$ cat src/rtl/snake_frame_timer.sv
// +--------------------------------------------------------------------------+
// | snake_frame_timer                                                        |
// | Frame/stage timing for the snake datapath: draw window, frame tick and   |
// | stage number, with start/pause/game-over control.                        |
// | Revision: 1.0  initial release                                           |
// +--------------------------------------------------------------------------+
`timescale 1ns/1ps
`default_nettype none

module snake_frame_timer #(
   parameter int STAGE_W      = 32,
   parameter int CNT_W        = 24,
   parameter int BASE_DELAY   = 1000000,
   parameter int DELAY_STEP   = 50000,
   parameter int MIN_DELAY    = 200000,
   parameter int BLANK_CYCLES = 1,
   parameter int START_STAGE  = 2,
   parameter int NUM_STAGES   = 8
) (
   input  logic               clock,
   input  logic               reset,
   input  logic               start,
   input  logic               pause,
   input  logic               level_up,
   input  logic               game_over,
   output logic [STAGE_W-1:0] rstage,
   output logic               isDrawing,
   output logic               frame_tick,
   output logic [15:0]        frame_count,
   output logic               stage_max
);

   // Window length for a stage; evaluated wide and signed so a large stage
   // can never wrap below the floor.
   function automatic logic [CNT_W-1:0] f_period(input logic [STAGE_W-1:0] s);
      longint v;
      v = longint'(BASE_DELAY)
          - (longint'(s) - longint'(START_STAGE)) * longint'(DELAY_STEP);
      if (v < longint'(MIN_DELAY)) v = longint'(MIN_DELAY);
      return CNT_W'(v);
   endfunction

   localparam logic [1:0] c_IDLE  = 2'd0;
   localparam logic [1:0] c_DRAW  = 2'd1;
   localparam logic [1:0] c_BLANK = 2'd2;

   localparam logic [STAGE_W-1:0] c_STAGE_START = STAGE_W'(START_STAGE);
   localparam logic [STAGE_W-1:0] c_STAGE_MAX   = STAGE_W'(START_STAGE + NUM_STAGES - 1);
   localparam logic [CNT_W-1:0]   c_BLANK_LAST  = CNT_W'(BLANK_CYCLES - 1);
   localparam logic [CNT_W-1:0]   c_P0          = f_period(c_STAGE_START);
   localparam logic               c_MAX_AT_START = (NUM_STAGES == 1);

   logic [1:0]         r_state;
   logic [CNT_W-1:0]   r_counter;
   logic [CNT_W-1:0]   r_period;
   logic               r_pending;

   logic               w_at_max;
   logic               w_req;
   logic               w_last_draw;
   logic               w_last_blank;
   logic [STAGE_W-1:0] w_next_stage;

   assign w_at_max     = (rstage == c_STAGE_MAX);
   assign w_req        = level_up & ~w_at_max;
   assign w_last_draw  = (r_counter == r_period - CNT_W'(1));
   assign w_last_blank = (r_counter == c_BLANK_LAST);
   // A request arriving on the boundary cycle itself is folded in here.
   assign w_next_stage = ((r_pending | w_req) & ~w_at_max) ? rstage + STAGE_W'(1) : rstage;

   always_ff @(posedge clock) begin
      if (reset) begin
         r_state     <= c_IDLE;
         r_counter   <= '0;
         r_period    <= c_P0;
         r_pending   <= 1'b0;
         rstage      <= c_STAGE_START;
         isDrawing   <= 1'b0;
         frame_tick  <= 1'b0;
         frame_count <= 16'd0;
         stage_max   <= c_MAX_AT_START;
      end else if (game_over) begin
         r_state     <= c_IDLE;
         r_counter   <= '0;
         r_period    <= c_P0;
         r_pending   <= 1'b0;
         rstage      <= c_STAGE_START;
         isDrawing   <= 1'b0;
         frame_tick  <= 1'b0;
         frame_count <= 16'd0;
         stage_max   <= c_MAX_AT_START;
      end else begin
         frame_tick <= 1'b0;
         case (r_state)
            c_IDLE: begin
               isDrawing <= 1'b0;
               if (start) begin
                  r_state   <= c_DRAW;
                  r_counter <= '0;
                  isDrawing <= 1'b1;
               end
            end
            c_DRAW, c_BLANK: begin
               if (w_req) r_pending <= 1'b1;
               if (pause) begin
                  isDrawing <= 1'b0;
               end else if (r_state == c_DRAW) begin
                  if (w_last_draw) begin
                     r_state   <= c_BLANK;
                     r_counter <= '0;
                     isDrawing <= 1'b0;
                  end else begin
                     r_counter <= r_counter + CNT_W'(1);
                     isDrawing <= 1'b1;
                  end
               end else begin
                  if (w_last_blank) begin
                     r_state     <= c_DRAW;
                     r_counter   <= '0;
                     isDrawing   <= 1'b1;
                     frame_tick  <= 1'b1;
                     frame_count <= frame_count + 16'd1;
                     rstage      <= w_next_stage;
                     stage_max   <= (w_next_stage == c_STAGE_MAX);
                     r_period    <= f_period(w_next_stage);
                     r_pending   <= 1'b0;
                  end else begin
                     r_counter <= r_counter + CNT_W'(1);
                  end
               end
            end
            default: begin
               r_state   <= c_IDLE;
               r_counter <= '0;
               isDrawing <= 1'b0;
            end
         endcase
      end
   end

endmodule

`default_nettype wire

$ cat config.mk
export PLATFORM = sky130hd
export DESIGN_NAME = snake_frame_timer
export DESIGN_NICKNAME = d
export VERILOG_FILES = /design/src/rtl/snake_frame_timer.sv
export SDC_FILE = /design/constraint.sdc
export NUM_CORES = 1
export LEC_CHECK = 0
export CAP_MARGIN = 5
export CORE_ASPECT_RATIO = 0.7
export CORE_MARGIN = 5
export CORE_UTILIZATION = 45
export DETAILED_ROUTE_END_ITERATION = 7
export PLACE_DENSITY = 0.61
export SLEW_MARGIN = 0
export SYNTH_ARGS = -nofsm -noshare
export SYNTH_HDL_FRONTEND = slang
export SYNTH_SLANG_ARGS = --single-unit
$ cat constraint.sdc
create_clock -name clock -period 21.2 [get_ports clock]
set_input_delay 6.36 -clock clock [delete_from_list [all_inputs] [get_ports clock]]
set_output_delay 6.36 -clock clock [all_outputs]
set_load 0.02 [all_outputs]
==> out/qor.yml, run 1 <==
fin_nets: 2290
placed_cell_area_mm2: 0.0167
globalRouteOverflowTotal: 0
critPathMaxStageDelay_ns: 0.66
synthCells: 1996
fin_util_pct: 49.0
htree_num_levels: 3
hp-class: "flop to flop"
fin_cells: 2471
postLayoutCellArea_mm2: 0.0171
synth-async-reset-ratio_pct: 0
initial_core_util_pct: 45.7
drive_gt1_share_pct: 4.45
synth_top_area_share_pct: 14.5
vias: 13726
vdd_ir_drop_max_mv: 0.0327
synth_seq_cells: 98
multi_input_area_mm2: 0.0124
gp_congestion: 0.910
layout_commonest_cell: "inv_1"
grtUsageTotal_pct: 21.7
regArea_mm2: 0.00196
synth.distinct_cells: 107
yosysWarningCount: 0
antenna_found_initial: 0
status: "completed"
ctsLongestPathBuffers: 2
nFillCells: 3438
dpl.cell_count: 2454
timing.fmax_mhz: 61.0
final_cell_mix: "inv_1, ha_1, nand2_1"
syn2layout_area_growth_pct: 7.27
critPathKind: "input port to flop"
grt_max_degree: 69
cts_hold_buf: 0
drtIter0Drc: 1151
fin_crit_sh_pct: 77.3
die_y_um: 167
wl_per_cell_um: 17.6
io-pin-count: 57
path_max_fanout: 14
power_leakage_nw: 7.70
start_kind: "input port"
synth_area_leader_cell: "ha_1"
slew_violations: 0
dpl.hpwl_um: 36400
die-area_mm2: 0.0392
maxCapViolCount: 0
tns_ns: 0
slowest_stage: "clkdlybuf4s50_1"
synth_ff_type: "dfxtp_1"
synth.area.top_cells: "ha_1, fa_1, dfxtp_1"
clockRootBuffer: "clkbuf_16"
arrival_ns: 16.65
finalCriticalPeriod_ns: 16.40
drtPass1Iterations: 5
cts_resized: 0
hold_viol: 0
cts_buffers: 9
end_kind: "flop"
grt_pass1_vias: 13243
fp.dieW_um: 235
clk_latency_ns: 0.37
worst_pin_slew_ns: 1.06
syn_area_per_cell_um2: 7.96
rsz0062_at_grt: "no"
clock-sinks: 98
synth_edf_count: 0
cpMostUsedCell: "inv_1"
wl_um: 43600
setup_viol: 0
postRouteAntennaNets: 0
vias_per_cell: 5.55
post_cts_buffers: 0
syn-num-nets: 2292
slew_headroom_pct: 28.9
fin_skew_ns: 0.0102
io_buffers: 56
cts_tree: "yes"
antennaDiodeCount: 0
ys_seq_area_share_pct: 12.3
grt_pass1_wl_um: 71400
cp_data_required_time_ns: 21.46
clkSlewWorstSetupHoldPaths_ns: 0.07
core_mm2: 0.0348
drc_errors: 0
rows: 57
p_per_area_mw_per_mm2: 36.8
netlist_area_mm2: 0.0159
-- through the flow --
stage,setup WS [ns],power [mW],hold slack [ns]
floorplan,6.33,0.400,0.446
global placement,4.83,0.452,0.443
detailed placement,4.53,0.452,0.455
CTS,4.87,0.631,0.465
global route,4.12,0.672,0.491
finish,4.80,0.628,0.458
-- registers in the layout, summed over array words and instances (netlist names) --
name,count
rstage,32
r_pending,1
r_period,20
frame_tick,1
stage_max,1
r_state,2
frame_count,16
isDrawing,1
r_counter,24
-- cell usage after synthesis (21+ instances only) --
cell type  count
or3_1         29
dfxtp_1       98
nand2_1      152
o21ai_0       77
nand4_1       30
clkbuf_1      43
ha_1         184
fa_1         106
a21oi_1       97
a21o_1        21
nor3_1        50
nand3_1       45
nor2_1       145
inv_1        303
nor4_1        29
xnor2_1      118
and3_1        29
xor2_1       111
-- cells by family after synthesis --
| family | Yosys count | synth area share [%] |
|---|---|---|
| and+or+nand+nor | 624 | 20.9 |
| buffers and inverters | 378 | 9.38 |
| AOI/OAI and AO/OA | 354 | 15.4 |
| adders and majority gates | 291 | 27.9 |
| xor gates and xnor gates | 231 | 12.8 |
| DFF | 98 | 12.3 |
| muxes | 20 | 1.29 |
-- worst max-delay path: cells and delay by family --
family | cells | cell delay (ns)
buf+inv | 5 | 0.96
xor+xnor | 2 | 0.63
simple gates | 10 | 3.59
mux | 1 | 0.21
compound gates | 10 | 2.54
fa+ha+maj | 5 | 2.32
-- path summary, 6_finish.rpt --
| check | start | end | slack [ns] | cells after the start |
|---|---|---|---|---|
| worst max-delay path | level_up | r_period[14]$_SDFFE_PP1P_ | 4.80 | 33 |
| worst min-delay path | isDrawing$_SDFFE_PP0P_ | isDrawing$_SDFFE_PP0P_ | 0.46 | 2 |
| worst max register to register | rstage[0]$_SDFFE_PP0P_ | r_period[14]$_SDFFE_PP1P_ | 10.05 | 35 |
| worst min register to register | isDrawing$_SDFFE_PP0P_ | isDrawing$_SDFFE_PP0P_ | 0.46 | 2 |
-- per-layer routing --
| metal | vias to the layer above | track usage [%] | routed length, um |
|---|---|---|---|
| li1 | 6777 | - | - |
| met1 | 6484 | 34.9 | 23100 |
| met2 | 426 | 30.5 | 17400 |
| met3 | 39 | 3.88 | 2680 |
| met4 | 0 | 3.04 | 397 |
| met5 | - | 0 | 0 |
-- area by class of cell --
cell class	instances	share of cell area, %
inverter	303	6.67
tap	472	3.46
clock inverter	7	0.455
clock buffer	9	1.32
timing repair buffer	62	3.57
sequential	98	11.5
multi-input combinational	1520	73.0
-- power breakdown --
part	total (mW)	leakage (nW)	switching, mW	internal (mW)
Clock	0.173	0.140	0.0802	0.0926
Sequential	0.186	0.790	0.00128	0.185
Combinational	0.269	6.77	0.168	0.101
No activity file was read; power rests on OpenSTA's default activity.
==> run 2: changes to the inputs <==
PLACE_DENSITY = 0.63   (was 0.61)
clock period = 14.3 ns   (was 21.2 ns; I/O delays follow)
==> run 2 against run 1 <==
Compared with the run above: global-route usage down 0.48 points; non-clock buffer count up 14; sequential power up 48%; critical path depth down 1; sequential share of layout area down 0.10 points; cell count up 0.57%; clock power up 51%; register-to-register slack worse by 6.8 ns; design area up 0.88%; critical path type unchanged.
==> out/qor.yml, run 2 (synthesized netlist as in run 1, its figures left out) <==
startpoint: "level_up"
slew_headroom_pct: 30.1
timing.fmax_mhz: 74.2
start_kind: "input port"
p_per_area_mw_per_mm2: 54.7
vias_per_cell: 5.53
clockRootBuffer: "clkbuf_16"
postLayoutCellArea_mm2: 0.0172
io_buffers: 56
grt_pass1_wl_um: 70100
fin_crit_sh_pct: 94.2
largest_reg_flops: 32
post_cts_buffers: 0
reg_top3: "rstage (32), r_counter (24), r_period (20)"
grt_max_degree: 69
wl_per_cell_um: 17.1
drc_errors: 0
cp_data_required_time_ns: 14.55
cp.depth: 32
fin_util_pct: 49.4
vias: 13731
io-pin-count: 57
worst_pin_slew_ns: 1.04
die-area_mm2: 0.0392
antennaDiodeCount: 0
status: "completed"
tns_ns: 0
end_kind: "flop"
rr_worst_depth: 34
placed_cell_area_mm2: 0.0168
maxCapViolCount: 0
cp_num_buf_inv: 5
drive_gt1_share_pct: 5.17
globalRouteOverflowTotal: 0
cts_buffers: 9
cts_tree: "yes"
fin_nets: 2304
hold_viol: 0
wl_um: 42500
antenna_found_initial: 0
core_mm2: 0.0348
clkSlewWorstSetupHoldPaths_ns: 0.07
r2r-end: "r_period[14]$_SDFFE_PP1P_"
critPathMaxStageDelay_ns: 0.55
power_leakage_nw: 7.81
setup_viol: 0
die_y_um: 167
critPathTopFamily: "simple AND/OR/NAND/NOR gates"
finalCriticalPeriod_ns: 13.47
dpl.hpwl_um: 35700
crit_path_end: "r_period[14]$_SDFFE_PP1P_"
syn2layout_area_growth_pct: 8.21
fp.dieW_um: 235
hp-class: "flop to flop"
layout_commonest_cell: "inv_1"
gp_congestion: 0.921
postRouteAntennaNets: 0
final_cell_mix: "inv_1, ha_1, nand2_1"
initial_core_util_pct: 45.7
drtIter0Drc: 1259
clk_latency_ns: 0.36
reg2reg_from: "rstage[0]$_SDFFE_PP0P_"
critPathKind: "input port to flop"
place_ws_ns: -0.0908
ff2ff_setup_slack_ns: 3.25
drtPass1Iterations: 6
grtUsageTotal_pct: 21.2
rsz0062_at_grt: "no"
ctsLongestPathBuffers: 2
path_max_fanout: 14
top_register: "rstage"
slew_violations: 0
vdd_ir_drop_max_mv: 0.0467
rows: 57
htree_num_levels: 3
arrival_ns: 13.72
clock-sinks: 98
worst_slack_ns: 0.830
whs_ns: 0.464
slowest_stage: "fa_1"
fin_skew_ns: 0.00886
grt_pass1_vias: 12971
## run 2: worst min-delay path by stage
stage,cells after the start,from,endpoint,slack [ns]
2_1_floorplan,2,r_period[23]$_SDFFE_PP0P_,r_period[23]$_SDFFE_PP0P_,0.45
3_3_place_gp,2,isDrawing$_SDFFE_PP0P_,isDrawing$_SDFFE_PP0P_,0.44
3_5_place_dp,2,isDrawing$_SDFFE_PP0P_,isDrawing$_SDFFE_PP0P_,0.45
4_1_cts,2,isDrawing$_SDFFE_PP0P_,isDrawing$_SDFFE_PP0P_,0.46
5_1_grt,2,isDrawing$_SDFFE_PP0P_,isDrawing$_SDFFE_PP0P_,0.53
6_report,2,isDrawing$_SDFFE_PP0P_,isDrawing$_SDFFE_PP0P_,0.46
## run 2: layout make-up
| cell class | count | area (um2) |
|---|---|---|
| fillers | 3463 | 17600 |
| inverters | 303 | 1140 |
| well taps | 472 | 591 |
| clock inverters | 7 | 90.1 |
| repair buffers | 76 | 713 |
| flip-flops and latches | 98 | 1960 |
| clock buffers | 9 | 225 |
| multi-input cells | 1520 | 12500 |
## run 2: worst reg2reg max path: cells and delay by family, from the launching register on
| family | cells | cell delay (ns) |
|---|---|---|
| mux | 1 | 0.22 |
| buf+inv | 4 | 0.25 |
| xor+xnor | 2 | 0.57 |
| flops | 1 | 0.61 |
| simple gates | 11 | 3.85 |
| fa+ha+maj | 8 | 3.15 |
| compound gates | 8 | 2.30 |
## run 2: metal layers
metal / routed length (um) / GRT usage, %
met1: 22900 / 35.2
met2: 16400 / 29.4
met3: 2730 / 3.22
met4: 346 / 2.16
met5: 0 / 0
## run 2: power breakdown
part	switching, mW	total [mW]	internal, mW	leakage (nW)
sequential	0.00190	0.276	0.274	0.790
combinational	0.251	0.404	0.153	6.88
clock	0.122	0.261	0.139	0.147
total	0.376	0.942	0.566	7.81
## run 2: repair_timing
action,in CTS,in global routing
gates resized for setup,0,5
hold buffers,0,0
endpoints found under the setup margin,0,18
## run 2: per-stage QoR
step,power (mW),std cells
after CTS,0.942,2485
after global routing,1.01,2485
final,0.942,2485
after global placement,0.673,2469
after detailed placement,0.675,2469
after floorplan,0.593,1996
